--- src/rtl/card_pkg.sv ---
// card_pkg: state codes, money width and item price table shared by the session controller
package card_pkg;
    localparam int MONEY_W = 8;
    typedef enum logic [1:0] {
        ST_IDLE    = 2'b00,
        ST_HELLO   = 2'b01,
        ST_CONSUME = 2'b10,
        ST_SETTLE  = 2'b11
    } state_t;
    localparam logic [MONEY_W-1:0] PRICE_TABLE [4] = '{8'd2, 8'd5, 8'd10, 8'd20};
endpackage

--- src/rtl/card_session_ctrl_if.sv ---
// card_session_ctrl_if: card/key inputs and display-facing session outputs
interface card_session_ctrl_if;
    import card_pkg::*;
    logic               card_in;
    logic               key_add;
    logic [1:0]         price_sel;
    logic               key_ok;
    logic               key_cancel;
    logic [1:0]         state;
    logic [MONEY_W-1:0] cost;
    logic [MONEY_W-1:0] left;
    logic               press;
    logic               cancel_flag;
    logic               deny;
    modport master (
        output card_in, key_add, price_sel, key_ok, key_cancel,
        input  state, cost, left, press, cancel_flag, deny
    );
    modport slave (
        input  card_in, key_add, price_sel, key_ok, key_cancel,
        output state, cost, left, press, cancel_flag, deny
    );
endinterface

--- src/rtl/card_session_ctrl_key_edge.sv ---
// key_edge: registers N key levels and flags the cycle each one rises
module key_edge #(
    parameter int N = 1
) (
    input  logic         clk_N,
    input  logic         rst_n,
    input  logic [N-1:0] d,
    output logic [N-1:0] rise
);
    logic [N-1:0] q;
    // last cycle's key levels
    always_ff @(posedge clk_N or negedge rst_n)
        if (!rst_n) q <= '0;
        else        q <= d;
    assign rise = d & ~q;
endmodule

--- src/rtl/card_session_ctrl.sv ---
// card_session_ctrl: card session sequencer owning balance, dwell timer and purchase totals
module card_session_ctrl
    import card_pkg::*;
#(
    parameter int                 HELLO_TICKS  = 2000,
    parameter int                 SETTLE_TICKS = 4000,
    parameter logic [MONEY_W-1:0] INIT_BALANCE = 8'd200
) (
    input logic               clk_N,
    input logic               rst_n,
    card_session_ctrl_if.slave bus
);
    localparam int T_MAX = (HELLO_TICKS > SETTLE_TICKS) ? HELLO_TICKS : SETTLE_TICKS;
    localparam int TW    = $clog2(T_MAX + 1);
    localparam logic [TW-1:0] HELLO_LAST  = TW'(HELLO_TICKS - 1);
    localparam logic [TW-1:0] SETTLE_LAST = TW'(SETTLE_TICKS - 1);

    state_t             state, state_n;
    logic [TW-1:0]      timer, timer_n;
    logic [MONEY_W-1:0] cost, cost_n, left, left_n, bal, bal_n, price;
    logic               press, press_n, cancel_flag, cancel_n, deny, deny_n;
    logic               add_e, ok_e, cancel_e;

    key_edge #(.N(3)) u_keys (
        .clk_N (clk_N),
        .rst_n (rst_n),
        .d     ({bus.key_add, bus.key_ok, bus.key_cancel}),
        .rise  ({add_e, ok_e, cancel_e})
    );

    assign price = PRICE_TABLE[bus.price_sel];

    // session registers; reset discards any pending purchase and restores the opening balance
    always_ff @(posedge clk_N or negedge rst_n)
        if (!rst_n) begin
            state       <= ST_IDLE;
            timer       <= '0;
            cost        <= '0;
            left        <= '0;
            bal         <= INIT_BALANCE;
            press       <= 1'b0;
            cancel_flag <= 1'b0;
            deny        <= 1'b0;
        end else begin
            state       <= state_n;
            timer       <= timer_n;
            cost        <= cost_n;
            left        <= left_n;
            bal         <= bal_n;
            press       <= press_n;
            cancel_flag <= cancel_n;
            deny        <= deny_n;
        end

    // next session state; card removal or cancel outrank confirm, and any exit swallows a same-cycle add
    always_comb begin
        state_n  = state;
        timer_n  = timer;
        cost_n   = cost;
        left_n   = left;
        bal_n    = bal;
        press_n  = press;
        cancel_n = cancel_flag;
        deny_n   = 1'b0;
        case (state)
            ST_IDLE: begin
                cost_n = '0;
                left_n = '0;
                if (bus.card_in) begin
                    state_n = ST_HELLO;
                    timer_n = '0;
                    left_n  = bal;
                end
            end
            ST_HELLO: begin
                timer_n = timer + 1'b1;
                if (!bus.card_in) begin
                    state_n = ST_IDLE;
                    timer_n = '0;
                    left_n  = '0;
                end else if (timer == HELLO_LAST) begin
                    state_n = ST_CONSUME;
                    timer_n = '0;
                end
            end
            ST_CONSUME: begin
                if (!bus.card_in || cancel_e) begin
                    state_n  = ST_SETTLE;
                    timer_n  = '0;
                    cancel_n = 1'b1;
                end else if (ok_e) begin
                    state_n = ST_SETTLE;
                    timer_n = '0;
                    press_n = 1'b1;
                    bal_n   = left;
                end else if (add_e) begin
                    if (price <= left) begin
                        cost_n = cost + price;
                        left_n = left - price;
                    end else
                        deny_n = 1'b1;
                end
            end
            default: begin
                timer_n = (timer == SETTLE_LAST) ? timer : timer + 1'b1;
                if (timer == SETTLE_LAST && !bus.card_in) begin
                    state_n  = ST_IDLE;
                    timer_n  = '0;
                    cost_n   = '0;
                    left_n   = '0;
                    press_n  = 1'b0;
                    cancel_n = 1'b0;
                end
            end
        endcase
    end

    assign bus.state       = state;
    assign bus.cost        = cost;
    assign bus.left        = left;
    assign bus.press       = press;
    assign bus.cancel_flag = cancel_flag;
    assign bus.deny        = deny;
endmodule

--- src/flat_wrapper.sv ---
// flat-port wrapper written by rule: the top's interface ports become plain ports
module card_session_ctrl_flat import card_pkg::*;
#(
    parameter int                 HELLO_TICKS  = 2000,
    parameter int                 SETTLE_TICKS = 4000,
    parameter logic [MONEY_W-1:0] INIT_BALANCE = 8'd200
)
  (clk_N, rst_n, bus_card_in, bus_key_add, bus_price_sel, bus_key_ok, bus_key_cancel, bus_state, bus_cost, bus_left, bus_press, bus_cancel_flag, bus_deny);
  card_session_ctrl_if bus_i ();
  input logic clk_N;
  input logic rst_n;
  input wire logic [$bits(bus_i.card_in)-1:0] bus_card_in;
  input wire logic [$bits(bus_i.key_add)-1:0] bus_key_add;
  input wire logic [$bits(bus_i.price_sel)-1:0] bus_price_sel;
  input wire logic [$bits(bus_i.key_ok)-1:0] bus_key_ok;
  input wire logic [$bits(bus_i.key_cancel)-1:0] bus_key_cancel;
  output wire logic [$bits(bus_i.state)-1:0] bus_state;
  output wire logic [$bits(bus_i.cost)-1:0] bus_cost;
  output wire logic [$bits(bus_i.left)-1:0] bus_left;
  output wire logic [$bits(bus_i.press)-1:0] bus_press;
  output wire logic [$bits(bus_i.cancel_flag)-1:0] bus_cancel_flag;
  output wire logic [$bits(bus_i.deny)-1:0] bus_deny;
  assign bus_i.card_in = bus_card_in;
  assign bus_i.key_add = bus_key_add;
  assign bus_i.price_sel = bus_price_sel;
  assign bus_i.key_ok = bus_key_ok;
  assign bus_i.key_cancel = bus_key_cancel;
  assign bus_state = bus_i.state;
  assign bus_cost = bus_i.cost;
  assign bus_left = bus_i.left;
  assign bus_press = bus_i.press;
  assign bus_cancel_flag = bus_i.cancel_flag;
  assign bus_deny = bus_i.deny;
  card_session_ctrl #(.HELLO_TICKS(HELLO_TICKS), .SETTLE_TICKS(SETTLE_TICKS), .INIT_BALANCE(INIT_BALANCE)) u_core (.clk_N(clk_N), .rst_n(rst_n), .bus(bus_i));
endmodule
--- config.mk ---
export PLATFORM = sky130hd
export DESIGN_NAME = card_session_ctrl_flat
export DESIGN_NICKNAME = d
export VERILOG_FILES = /design/src/rtl/card_pkg.sv /design/src/rtl/card_session_ctrl_if.sv /design/src/rtl/card_session_ctrl_key_edge.sv /design/src/rtl/card_session_ctrl.sv /design/src/flat_wrapper.sv
export SDC_FILE = /design/constraint.sdc
export NUM_CORES = 1
export LEC_CHECK = 0
export CORE_MARGIN = 3
export CORE_UTILIZATION = 53
export CTS_BUF_LIST = sky130_fd_sc_hd__clkbuf_8
export DETAILED_ROUTE_END_ITERATION = 7
export PLACE_DENSITY = 0.79
export SKIP_CTS_REPAIR_TIMING = 1
export SLEW_MARGIN = 10
export SYNTH_ARGS = -nofsm -noshare
export SYNTH_HDL_FRONTEND = slang
export SYNTH_SLANG_ARGS = --single-unit
--- constraint.sdc ---
create_clock -name clk_N -period 2.65 [get_ports clk_N]
set_clock_uncertainty 0.15 [all_clocks]
set_input_delay 0.265 -clock clk_N [delete_from_list [all_inputs] [get_ports clk_N]]
set_output_delay 0.265 -clock clk_N [all_outputs]
set_load 0.01 [all_outputs]
==> results of run 1 <==
-- worst register-to-register path, cell delays in order (launching register included) --
cell and delay [ns]:
dfrtp_1 0.40, inv_1 0.10, ha_1 0.23, fa_1 0.39, nand2b_4 0.17, a21oi_2 0.20, o21a_4 0.18, nand2_1 0.09
o311a_1 0.30, a221o_1 0.26
-- layer usage --
layer,vias to the layer above,global-route usage
met5,-,0
met4,0,0.08007
met3,13,0.05164
met2,71,0.3687
met1,1134,0.3150
li1,1126,-
-- report_power, final --
part,switching [uW],internal (uW),total [uW]
clock network,255,284,539
registers,11.6,681,693
logic,117,101,217
-- cells by family (layout without fill, tap and decap cells) --
group                    count (synthesis)  count (layout)  synth area share
adder cells (fa/ha/maj)                 13              13           0.06623
buffers and inverters                   23              84           0.03685
XOR/XNOR                                13              13           0.04244
AND/OR/NAND/NOR                        109             109            0.2136
flip-flops                              44              44            0.4118
AO/OA/AOI/OAI                           64              64            0.1922
multiplexers                             9               9           0.03685
-- layout make-up --
cell class | count | area [sq um]
flip-flops and latches | 44 | 1105
inverters | 13 | 48.80
clock buffers | 5 | 68.82
clock inverters | 3 | 46.29
fillers | 384 | 1415
multi-input cells | 208 | 1496
well taps | 67 | 83.83
repair buffers | 63 | 553.0
-- per-stage QoR --
step	cell area (sq um)	worst slack [ns]	instances	power, uW	hold slack [ns]
CTS	3374	-0.05789	402	1451	0.001217
finish	3402	0.04798	403	1449	-0.03493
detailed placement	3259	-0.3832	394	915.8	0.3169
global placement	3259	-0.2628	394	912.8	0.3100
floorplan	2683	0.09341	275	820.6	-0.1806
global route	3402	-0.04423	403	1509	0.03487
-- worst min path at each step --
| stage | start | slack [ns] | end | cells after the start |
|---|---|---|---|---|
| 2_1_floorplan | rst_n | -0.18 | u_core.bal[0] | 0 |
| 3_5_place_dp | u_core.bus.press | 0.32 | u_core.bus.press | 2 |
| 4_1_cts | rst_n | 0.001 | u_core.bus.cost[5] | 1 |
| 5_1_grt | rst_n | 0.03 | u_core.timer[10] | 1 |
| 6_report | rst_n | -0.03 | u_core.bus.cost[5] | 1 |
| 3_3_place_gp | u_core.bus.cost[7] | 0.31 | u_core.bus.cost[7] | 1 |
-- flip-flops by register name, summed over array words and instances, names as in the netlist --
signal	flops
u_core.bal	8
u_core.bus.cancel_flag	1
u_core.bus.cost	8
u_core.bus.deny	1
u_core.bus.left	8
u_core.bus.press	1
u_core.bus.state	2
u_core.timer	12
u_core.u_keys.q	3
-- layout by cell type, fill, tap and decap left out, drive strengths merged, types with 8 or more instances in the layout --
master	instances
xnor2	8
dfrtp	41
buf	36
nand2	25
clkdlybuf4s50	26
a22o	9
nor2	32
inv	14
nand4	11
o21ai	11
ha	11
a21oi	10
==> impl_metrics.json, run 1 <==
{
  "syn_inst": 275,
  "grt_first_pass_wirelength_um": 11050,
  "met2_length_um": 2949,
  "status": "complete, but fails checks",
  "cts_root_buffer": "clkbuf_8",
  "numCtsBuffers": 5,
  "drt_pass1_iterations": 4,
  "ys_seq_area_frac": 0.4118,
  "path_clk_slew_ns": 0.09,
  "wl_um": 6510,
  "synth.most_common_cell": "dfrtp_1",
  "p_leak_uw": 0.001575,
  "r2r_end": "u_core.bus.left[7]",
  "clk_latency_ns": 0.31,
  "tightest_slew_ns": 0.9834,
  "via_per_inst": 5.816,
  "crit_path_end_kind": "flip-flop",
  "gp_congestion": 0.9152,
  "worst-path-buf-inv": 1,
  "utilization": 0.7062,
  "crit_end": "u_core.bus.left[7]",
  "rows": 25,
  "h-tree-depth": 2,
  "syn_avg_cell_area_sq_um": 9.755,
  "holdWs_ns": -0.03493,
  "synth_top_area_frac": 0.3825,
  "finalNetCount": 356,
  "pin_count": 29,
  "fp.dieH_um": 77.15,
  "ir_drop_mv": 0.4623,
  "hold_path_class": "in2async",
  "cp_max_fo": 4,
  "rr_worst_depth": 9,
  "cts_tree": "built",
  "drc": 0,
  "period_needed_ns": 2.602,
  "n_antenna_cell": 0,
  "grt_use_total": 0.2330,
  "slew_headroom": 0.3444,
  "worst_r2r_startpoint": "u_core.bus.left[0]",
  "die_area_sq_um": 5951,
  "synth_fp_nets": 296,
  "crit_cells": 10,
  "grt_max_degree": 45,
  "cp_cell_sequence": "clkdlybuf4s50_1 -> nor2_1 -> ha_1 -> fa_1 -> nand2b_4 -> a21oi_2 -> o21a_4 -> nand2_1 -> o311a_1 -> a221o_1",
  "netlist_area_sq_um": 2683,
  "area_growth_pct": 26.82,
  "synthTopCellsByArea": "dfrtp_1, ha_1, nor2_1, nand2_1, dfstp_2",
  "cp_top_family": "compound AO/OA/AOI/OAI gates",
  "portBuffers": 28,
  "arrival_ns": 2.65,
  "netlist.top_cell.by_area": "dfrtp_1",
  "wire_per_inst_um": 16.15,
  "min_period_over_period": 0.9819,
  "path_class": "in2reg",
  "synthFlopType": "dfrtp_1",
  "clockBufferDepth": 2,
  "ys_ff_latch": 44,
  "wl_met1_um": 3117,
  "max_stage_delay_ns": 0.51,
  "die_w_um": 77.15,
  "place_hpwl_um": 4712,
  "fp.coreArea_sq_um": 4817,
  "slowest_stage": "clkdlybuf4s50_1",
  "critPathLaunchType": "input pin",
  "antenna_found_initial": 0,
  "slew_viol_final": 0,
  "wl_met3_um": 334,
  "max_cap_violations": 0,
  "vias": 2344,
  "start_util": 0.5569,
  "tns_ns": 0,
  "ant_nets": 0,
  "top_layer": "met4",
  "drive_gt1_frac": 0.2143,
  "reg2reg_slack_ns": 0.08,
  "hold_viol": 41,
  "synth_common_cells": "dfrtp_1, nor2_1, nand2_1, inv_1",
  "ys_warn_count": 0,
  "grt_overflow": 0,
  "critPathLaunch": "bus_price_sel[1]",
  "yosysUniqueCellTypes": 59,
  "synth_edf_count": 0,
  "max_freq_mhz": 384.3,
  "clock_sinks": 44,
  "synthArstFlopShare": 1.000,
  "setup_viol": 0,
  "required_ns": 2.70,
  "violations": "negative hold slack",
  "p_per_area_nw_per_um2": 425.8,
  "grt_pass1_vias": 2311,
  "drtIter0Drc": 130
}
No activity file was read; power rests on OpenSTA's default activity.
==> inputs of run 2 (changes only) <==
--- a/config.mk
+++ b/config.mk
@@ -5,11 +5,13 @@
 export SDC_FILE = /design/constraint.sdc
 export NUM_CORES = 1
 export LEC_CHECK = 0
+export CELL_PAD_IN_SITES_DETAIL_PLACEMENT = 1
+export CELL_PAD_IN_SITES_GLOBAL_PLACEMENT = 1
 export CORE_MARGIN = 3
-export CORE_UTILIZATION = 53
+export CORE_UTILIZATION = 41
 export CTS_BUF_LIST = sky130_fd_sc_hd__clkbuf_8
 export DETAILED_ROUTE_END_ITERATION = 7
-export PLACE_DENSITY = 0.79
+export PLACE_DENSITY_LB_ADDON = 0.1
 export SKIP_CTS_REPAIR_TIMING = 1
 export SLEW_MARGIN = 10
 export SYNTH_ARGS = -nofsm -noshare
==> run 2 against run 1 <==
  * The run now ends clean
  * Routed wire length increased by 11%
  * Clock power decreased by 17%
  * First-iteration DRC count decreased by 18%
  * Via count decreased by 2.1%
  * Clock-buffer cell count increased by 1
  * Critical path depth unchanged
  * Cell count increased by 2.2%
==> impl_metrics.json, run 2 (synthesis results as in run 1) <==
{
  "period_needed_ns": 2.561,
  "cts_tree": "built",
  "grt_pass1_vias": 2467,
  "worst-path-buf-inv": 2,
  "arrival_ns": 2.60,
  "place_hpwl_um": 5412,
  "multi_input_area_sq_um": 1518,
  "fp.dieH_um": 86.89,
  "n_antenna_cell": 0,
  "final_cell_mix": "dfrtp_1, buf_4, nor2_1, clkdlybuf4s50_1, nand2_1",
  "regArea_sq_um": 1105,
  "cp_top_family": "compound AO/OA/AOI/OAI gates",
  "max_stage_delay_ns": 0.55,
  "finish.instance_area_sq_um": 3421,
  "ant_nets": 0,
  "wire_per_inst_um": 17.53,
  "cp_max_fo": 3,
  "min_period_over_period": 0.9664,
  "max_cap_violations": 0,
  "p_per_area_nw_per_um2": 400.2,
  "vias": 2294,
  "rsz0062_at_grt": "false",
  "portBuffers": 28,
  "hold_path_class": "in2reg",
  "path_class": "in2reg",
  "rows": 28,
  "via_per_inst": 5.568,
  "drc": 0,
  "finalNetCount": 357,
  "clk_latency_ns": 0.30,
  "path_clk_slew_ns": 0.08,
  "numCtsBuffers": 5,
  "regMostFlops": "u_core.timer",
  "fillers": 706,
  "slew_viol_final": 0,
  "slowest_stage": "or4_4",
  "wl_um": 7224,
  "drt_pass1_iterations": 4,
  "post-place-ws_ns": -0.3477,
  "die_area_sq_um": 7549,
  "critPathLaunchType": "input pin",
  "grt_first_pass_wirelength_um": 11980,
  "p_leak_uw": 0.001572,
  "largest_register_ffs": 12,
  "setup_ws_ns": 0.08894,
  "final_common_cell": "dfrtp_1",
  "fp.coreArea_sq_um": 6131,
  "gp_congestion": 0.8868,
  "tightest_slew_ns": 0.5671,
  "grt_overflow": 0,
  "clock_sinks": 44,
  "grt_max_degree": 45,
  "crit_path_end_kind": "flip-flop",
  "required_ns": 2.69,
  "area_growth_pct": 27.52,
  "drtIter0Drc": 107,
  "cp_cell_sequence": "clkdlybuf4s50_1 -> nand2_2 -> ha_1 -> or4_4 -> o21ba_1 -> o21a_4 -> buf_4 -> o21bai_4 -> nor3_1 -> a211o_1",
  "status": "complete, no violations",
  "slew_headroom": 0.6180,
  "ir_drop_mv": 0.2150,
  "drive_gt1_frac": 0.2285,
  "start_util": 0.4376,
  "hold_viol": 0,
  "die_w_um": 86.89,
  "pin_count": 29,
  "antenna_found_initial": 0,
  "cts_root_buffer": "clkbuf_8",
  "tns_ns": 0,
  "placedInstanceArea_sq_um": 3262,
  "grt_use_total": 0.2027,
  "h-tree-depth": 2,
  "setup_viol": 0,
  "max_freq_mhz": 390.5,
  "clockBufferDepth": 2
}
[run 2: changes by cell type in the layout (fill, tap and decap cells not counted), sizes merged]
| cell | previous run | this run |
|---|---|---|
| clkinv | 0 | 2 |
| bufinv | 1 | 0 |
| clkbuf | 5 | 6 |
| clkinvlp | 1 | 0 |
| dlygate4sd3 | 0 | 1 |
| inv | 14 | 13 |
[run 2: layout make-up]
cell class                      instances  share of cell area
Clock buffer                            6             0.02414
Clock inverter                          2            0.002926
Inverter                               13             0.01426
Multi-Input combinational cell        208              0.4437
Sequential cell                        44              0.3230
Tap cell                               75             0.02743
Timing Repair Buffer                   64              0.1646
[run 2: routing by layer]
| layer | wire (um) | track usage | share of wire | vias to the layer above |
|---|---|---|---|---|
| li1 | - | - | - | 1121 |
| met1 | 3517 | 0.2780 | 0.49 | 1131 |
| met2 | 3409 | 0.3347 | 0.47 | 34 |
| met3 | 221 | 0.02744 | 0.031 | 8 |
| met4 | 75 | 0.05666 | 0.010 | 0 |
| met5 | 0 | 0 | 0 | - |
[run 2: power breakdown]
part / switching, uW / leakage [uW] / internal (uW)
Clock: 238 / 0.0000510 / 209
Combinational: 124 / 0.000928 / 106
Sequential: 12.2 / 0.000594 / 681
[run 2: metrics by stage]
| stage | power, uW | hold slack (ns) | utilization | std cells |
|---|---|---|---|---|
| 2_1_floorplan | 820.6 | -0.1806 | - | 275 |
| 3_3_place_gp | 923.3 | 0.2374 | 0.5320 | 401 |
| 3_5_place_dp | 930.2 | 0.2490 | 0.5320 | 401 |
| 4_1_cts | 1384 | -0.08892 | 0.5471 | 409 |
| 5_1_grt | 1439 | 0.3011 | 0.5580 | 412 |
| 6_report | 1369 | 0.3029 | 0.5580 | 412 |
[run 2: final timing paths]
path	startpoint	endpoint	slack [ns]	cells past startpoint
setup / recovery	bus_price_sel[1]	u_core.bus.left[5]	0.09	10
hold / removal	bus_key_add	u_core.u_keys.q[2]	0.30	1
setup reg to reg	u_core.bus.left[4]	u_core.bus.left[5]	0.21	8
hold reg to reg	u_core.bus.press	u_core.bus.press	0.34	2
max in group asynchronous	rst_n	u_core.bal[4]	1.52	3
min in group asynchronous	rst_n	u_core.bus.cost[6]	0.43	3
==> inputs of run 3 (changes only) <==
==> constraint.sdc (replaced) <==
create_clock -name clk_N -period 2.2 [get_ports clk_N]
set_clock_uncertainty 0.15 [all_clocks]
set_input_delay 0.22 -clock clk_N [delete_from_list [all_inputs] [get_ports clk_N]]
set_output_delay 0.22 -clock clk_N [all_outputs]
set_load 0.01 [all_outputs]
==> run 3 against run 2 <==
  * The run now ends with negative setup slack left
  * First-iteration DRC count is 4.7% higher
  * Via count is 12% higher
  * Sequential cell count stayed put
  * Global-route usage is 2.0 points higher
  * Cell count is 8.7% higher
  * Sequential power is 20% higher
  * Combinational power is 57% higher
  * Register-to-register slack worse by 0.36 ns
  * Design area is 12% higher
  * Critical path type is now reg2reg
==> impl_metrics.json, run 3 (synthesis results as in run 1) <==
{
  "hold_path_class": "in2reg",
  "die_area_sq_um": 7549,
  "drive_gt1_frac": 0.3405,
  "placed_cells": 430,
  "place_hpwl_um": 6040,
  "violations": "negative setup slack",
  "status": "complete, but fails checks",
  "clk_latency_ns": 0.30,
  "placedInstanceArea_sq_um": 3523,
  "wire_per_inst_um": 19.48,
  "tightest_slew_ns": 0.5558,
  "cts_root_buffer": "clkbuf_8",
  "max_stage_delay_ns": 0.37,
  "fp.dieH_um": 86.89,
  "tns_ns": -1.046,
  "arrival_ns": 2.38,
  "vias": 2575,
  "slew_headroom": 0.6256,
  "p_leak_uw": 0.001808,
  "cp_top_family": "compound AO/OA/AOI/OAI gates",
  "cp_max_fo": 4,
  "cts_tree": "built",
  "via_per_inst": 5.748,
  "slowest_stage": "dfrtp_1",
  "worst-path-buf-inv": 1,
  "ir_drop_mv": 0.3238,
  "antenna_found_initial": 0,
  "wl_um": 8725,
  "rows": 28,
  "finalPower_uw": 1745,
  "crit_path_end_kind": "flip-flop",
  "gp_congestion": 0.8649,
  "comb_power_share": 0.206,
  "clock_sinks": 44,
  "drtIter0Drc": 112,
  "p_per_area_nw_per_um2": 456.0,
  "max_cap_violations": 0,
  "rr_worst_depth": 9,
  "largest_register_ffs": 12,
  "whs_path_depth": 1,
  "p_clk_frac": 0.315,
  "numCtsBuffers": 5,
  "die_w_um": 86.89,
  "grt_first_pass_wirelength_um": 13160,
  "path_class": "reg2reg",
  "grt_overflow": 0,
  "reg2reg_slack_ns": -0.15,
  "portBuffers": 28,
  "setup_ws_ns": -0.1490,
  "period_needed_ns": 2.349,
  "clockBufferDepth": 2,
  "regMostFlops": "u_core.timer",
  "max_freq_mhz": 425.7,
  "n_antenna_cell": 0,
  "critPathLaunchType": "flip-flop",
  "grt_use_total": 0.2226,
  "grt_max_degree": 24,
  "drt_pass1_iterations": 4,
  "finalNetCount": 393,
  "area_growth_pct": 42.63,
  "path_clk_slew_ns": 0.08,
  "swShare": 0.2857,
  "final_common_cell": "buf_4",
  "setup_viol": 16,
  "seq_power_share": 0.478,
  "start_util": 0.4376,
  "fp.coreArea_sq_um": 6131,
  "internal-power_uw": 1246,
  "drc": 0,
  "min_period_over_period": 1.068,
  "crit_cells": 9,
  "final_cell_mix": "buf_4, dfrtp_1, nor2_1, clkdlybuf4s50_1, nand2_1",
  "grt_pass1_vias": 2593,
  "fin_cells": 448,
  "finish.instance_area_sq_um": 3826,
  "pin_count": 29,
  "rsz0062_at_grt": "true",
  "power.switching_uw": 498.5,
  "slew_viol_final": 0,
  "cp_cell_sequence": "inv_2 -> ha_4 -> fa_2 -> nand2b_4 -> a21oi_4 -> o21a_4 -> nand2_4 -> o311a_1 -> a221o_1",
  "required_ns": 2.23,
  "ant_nets": 0,
  "utilization": 0.6241,
  "hold_viol": 0,
  "h-tree-depth": 2
}
[run 3: cell type report]
class                           instances  area (sq um)
Multi-Input combinational cell        208          1614
Clock inverter                          2         10.01
Inverter                               13         48.80
Fill cell                             681          2305
Timing Repair Buffer                  100         870.8
Tap cell                               75         93.84
Sequential cell                        44          1106
Clock buffer                            6         82.58
[run 3: final timing paths]
kind | to | startpoint
max | u_core.bus.left[7] | u_core.bus.left[0]
min | u_core.u_keys.q[2] | bus_key_add
max reg2reg | u_core.bus.left[7] | u_core.bus.left[0]
min reg2reg | u_core.bus.press | u_core.bus.press
max in group asynchronous | u_core.bal[7] | rst_n
min in group asynchronous | u_core.bus.cost[4] | rst_n
[run 3: power by group through the flow]
stage / registers, uW / clock network [uW] / logic [uW]
CTS: 833 / 560 / 310
detailed placement: 849 / 0 / 307
floorplan: 844 / 0 / 150
global route: 836 / 597 / 390
global placement: 848 / 0 / 296
finish: 834 / 550 / 360
[run 3: metrics by stage]
stage,setup slack (ns),hold slack [ns]
CTS,-0.3502,-0.2349
global route,-0.2111,0.2375
global placement,-0.5405,0.07873
finish,-0.1490,0.2386
floorplan,-0.1324,-0.2256
detailed placement,-0.6504,0.09286
[run 3: routing by layer]
metal	share of wire	vias up	GRT usage
li1	-	1195	-
met2	0.51	54	0.3727
met4	0.011	0	0.04674
met5	0	-	0
met1	0.44	1318	0.3074
met3	0.034	8	0.02933
==> edit (config.mk and constraints of run 3) <==
The 4 states of `state_t` get a Gray code encoding in 2 bits.
--- a/src/rtl/card_pkg.sv
+++ b/src/rtl/card_pkg.sv
@@ -6,4 +6,4 @@
         ST_HELLO   = 2'b01,
-        ST_CONSUME = 2'b10,
-        ST_SETTLE  = 2'b11
+        ST_CONSUME = 2'b11,
+        ST_SETTLE  = 2'b10
     } state_t;
Check against the original RTL: no difference found for any inputs over 10 cycles, from zero or initial values and one cycle with rst_n low; not proved beyond that.
==> edit against run 3 <==
Final area grew 18%. Hold slack lost 0.0050 ns. Sequential cell count is the same. Setup slack worse by 0.19 ns. Synthesized area rose by 4.4%. Critical endpoint unchanged. The run still ends with negative setup slack left. Critical path depth decreased by 2. Routed wire length is 53% higher.
Power is not compared: it rests on default switching activity, and its combinational part moved more than twofold at a synthesized area within 25%.
==> edit: results (changes against run 3) <==
[global_route]
antenna_found_initial=0  ; unchanged
first_global_vias=2954  ; +14%
grt_pass1_wl_um=14400  ; +9.6%
grt_max_degree=36  ; +50%
grtUsageTotal_pct=23.7  ; +1.4 points

[status]
violations=negative setup slack
status=finished, violations left

[clocking]
cts_buffers=5  ; unchanged
clk_pin_slew_ns=0.09
clock_latency_ns=0.31
clock_path_buffers=2  ; unchanged
root_buffer=clkbuf_8
htreeDepth=2  ; unchanged

[placement]
hpwl_um=6560  ; +8.6%
placed_area_um2=3790  ; +7.5%
io_buffers=28  ; unchanged
globalplace.congestion=0.825  ; -4.7%

[worst_setup_path]
worstPathMaxFanout=4  ; unchanged
worstPathArrival_ns=2.62  ; +0.24 ns

[sta]
fin_ws_ns=-0.336  ; -0.187 ns
setup_violations=31  ; +15
relSlewSlack_pct=41.3  ; -21 points
finalSetupTns_ns=-6.22  ; -5.18 ns

[layout]
drive_above_1_share_pct=44.6  ; +11 points
nFillCells=689  ; +1.2%
largest-register=u_core.timer
largest_reg_flops=12  ; unchanged
n_antenna_cell=0  ; unchanged
fin_nets=459  ; +17%

[route]
routedWlPerCell_um=26.2  ; +34%
num_vias=3187  ; +24%
drtIter0Drc=218  ; +95%
firstDrtPassIters=5  ; +1

[synth]
synthTopCellsByArea=dfrtp_1 37%, ha_1 6.7%, o21ai_0 6.1%
yosys.cell_types.count=59  ; unchanged
ys_warn_count=0  ; unchanged
ys_async_sr_fraction_pct=100  ; unchanged
syn-num-nets=334  ; +13%
synthTopCellsByCount=41 x dfrtp_1, 34 x o21ai_0, 30 x nor2_1, 25 x nand2_1
yosysSeqAreaShare_pct=39.5  ; -1.7 points

[power]
cellLeakagePower_nw=1.99
irDropWorstVdd_mv=1.00

[min_path]
min_path_type=primary input to register

edit: cell families after synthesis:
group / synth area share (%)
fa+ha+maj: 8.13
xor+xnor: 0.313
mux: 5.50
simple gates: 20.3
buf+inv: 4.65
flops: 39.5
compound gates: 21.6
edit: power by group:
group	switching [mW]	total, mW	internal [mW]
sequential	0.164	1.15	0.984
combinational	2.11	4.08	1.97
clock	0.329	0.702	0.372
total	2.60	5.93	3.33
edit: layout make-up:
cell class,instances,area (um2),area share (%)
repair buffers,134,1160,25.7
inverters,15,56.3,1.25
multi-input cells,234,1970,43.7
flip-flops and latches,44,1110,24.5
well taps,77,96.3,2.13
clock inverters,2,38.8,0.858
clock buffers,6,82.6,1.83
edit: routing by layer:
| layer | up-vias | routed length, um | GRT usage (%) |
|---|---|---|---|
| met4 | 0 | 535 | 6.32 |
| met2 | 149 | 6710 | 38.3 |
| met3 | 45 | 685 | 4.00 |
| met1 | 1610 | 5460 | 32.7 |
| li1 | 1383 | - | - |
| met5 | - | 0 | 0 |
edit: through the flow:
step | power, mW | hold WS (ns) | cells | setup WS, ns | util, %
floorplan | 2.63 | -0.226 | 309 | -0.388 | -
global placement | 3.81 | 0.205 | 477 | -0.717 | 58.3
detailed placement | 3.94 | 0.203 | 477 | -0.847 | 58.3
CTS | 4.65 | -0.137 | 485 | -0.527 | 60.2
global route | 6.16 | 0.230 | 512 | -0.378 | 69.6
finish | 5.93 | 0.234 | 512 | -0.336 | 69.6
edit: worst max-delay path, stage by stage (launching register included):
cell and delay (ns):
dfrtp_1 0.43, ha_1 0.33, nor2b_1 0.16, o31a_1 0.27, o21ai_1 0.40, nand3b_1 0.23, o41ai_1 0.31, o2bb2ai_1 0.17
edit: worst paths after layout:
path	start	endpoint	slack, ns	cells after the start
setup / recovery	u_core.bus.left[1]	u_core.bus.left[7]	-0.34	7
hold / removal	bus_key_cancel	u_core.u_keys.q[0]	0.23	1
setup reg to reg	u_core.bus.left[1]	u_core.bus.left[7]	-0.34	7
hold reg to reg	u_core.bal[0]	u_core.bal[0]	0.37	2
max in group asynchronous	rst_n	u_core.timer[4]	0.83	3
min in group asynchronous	rst_n	u_core.bus.left[3]	0.40	2
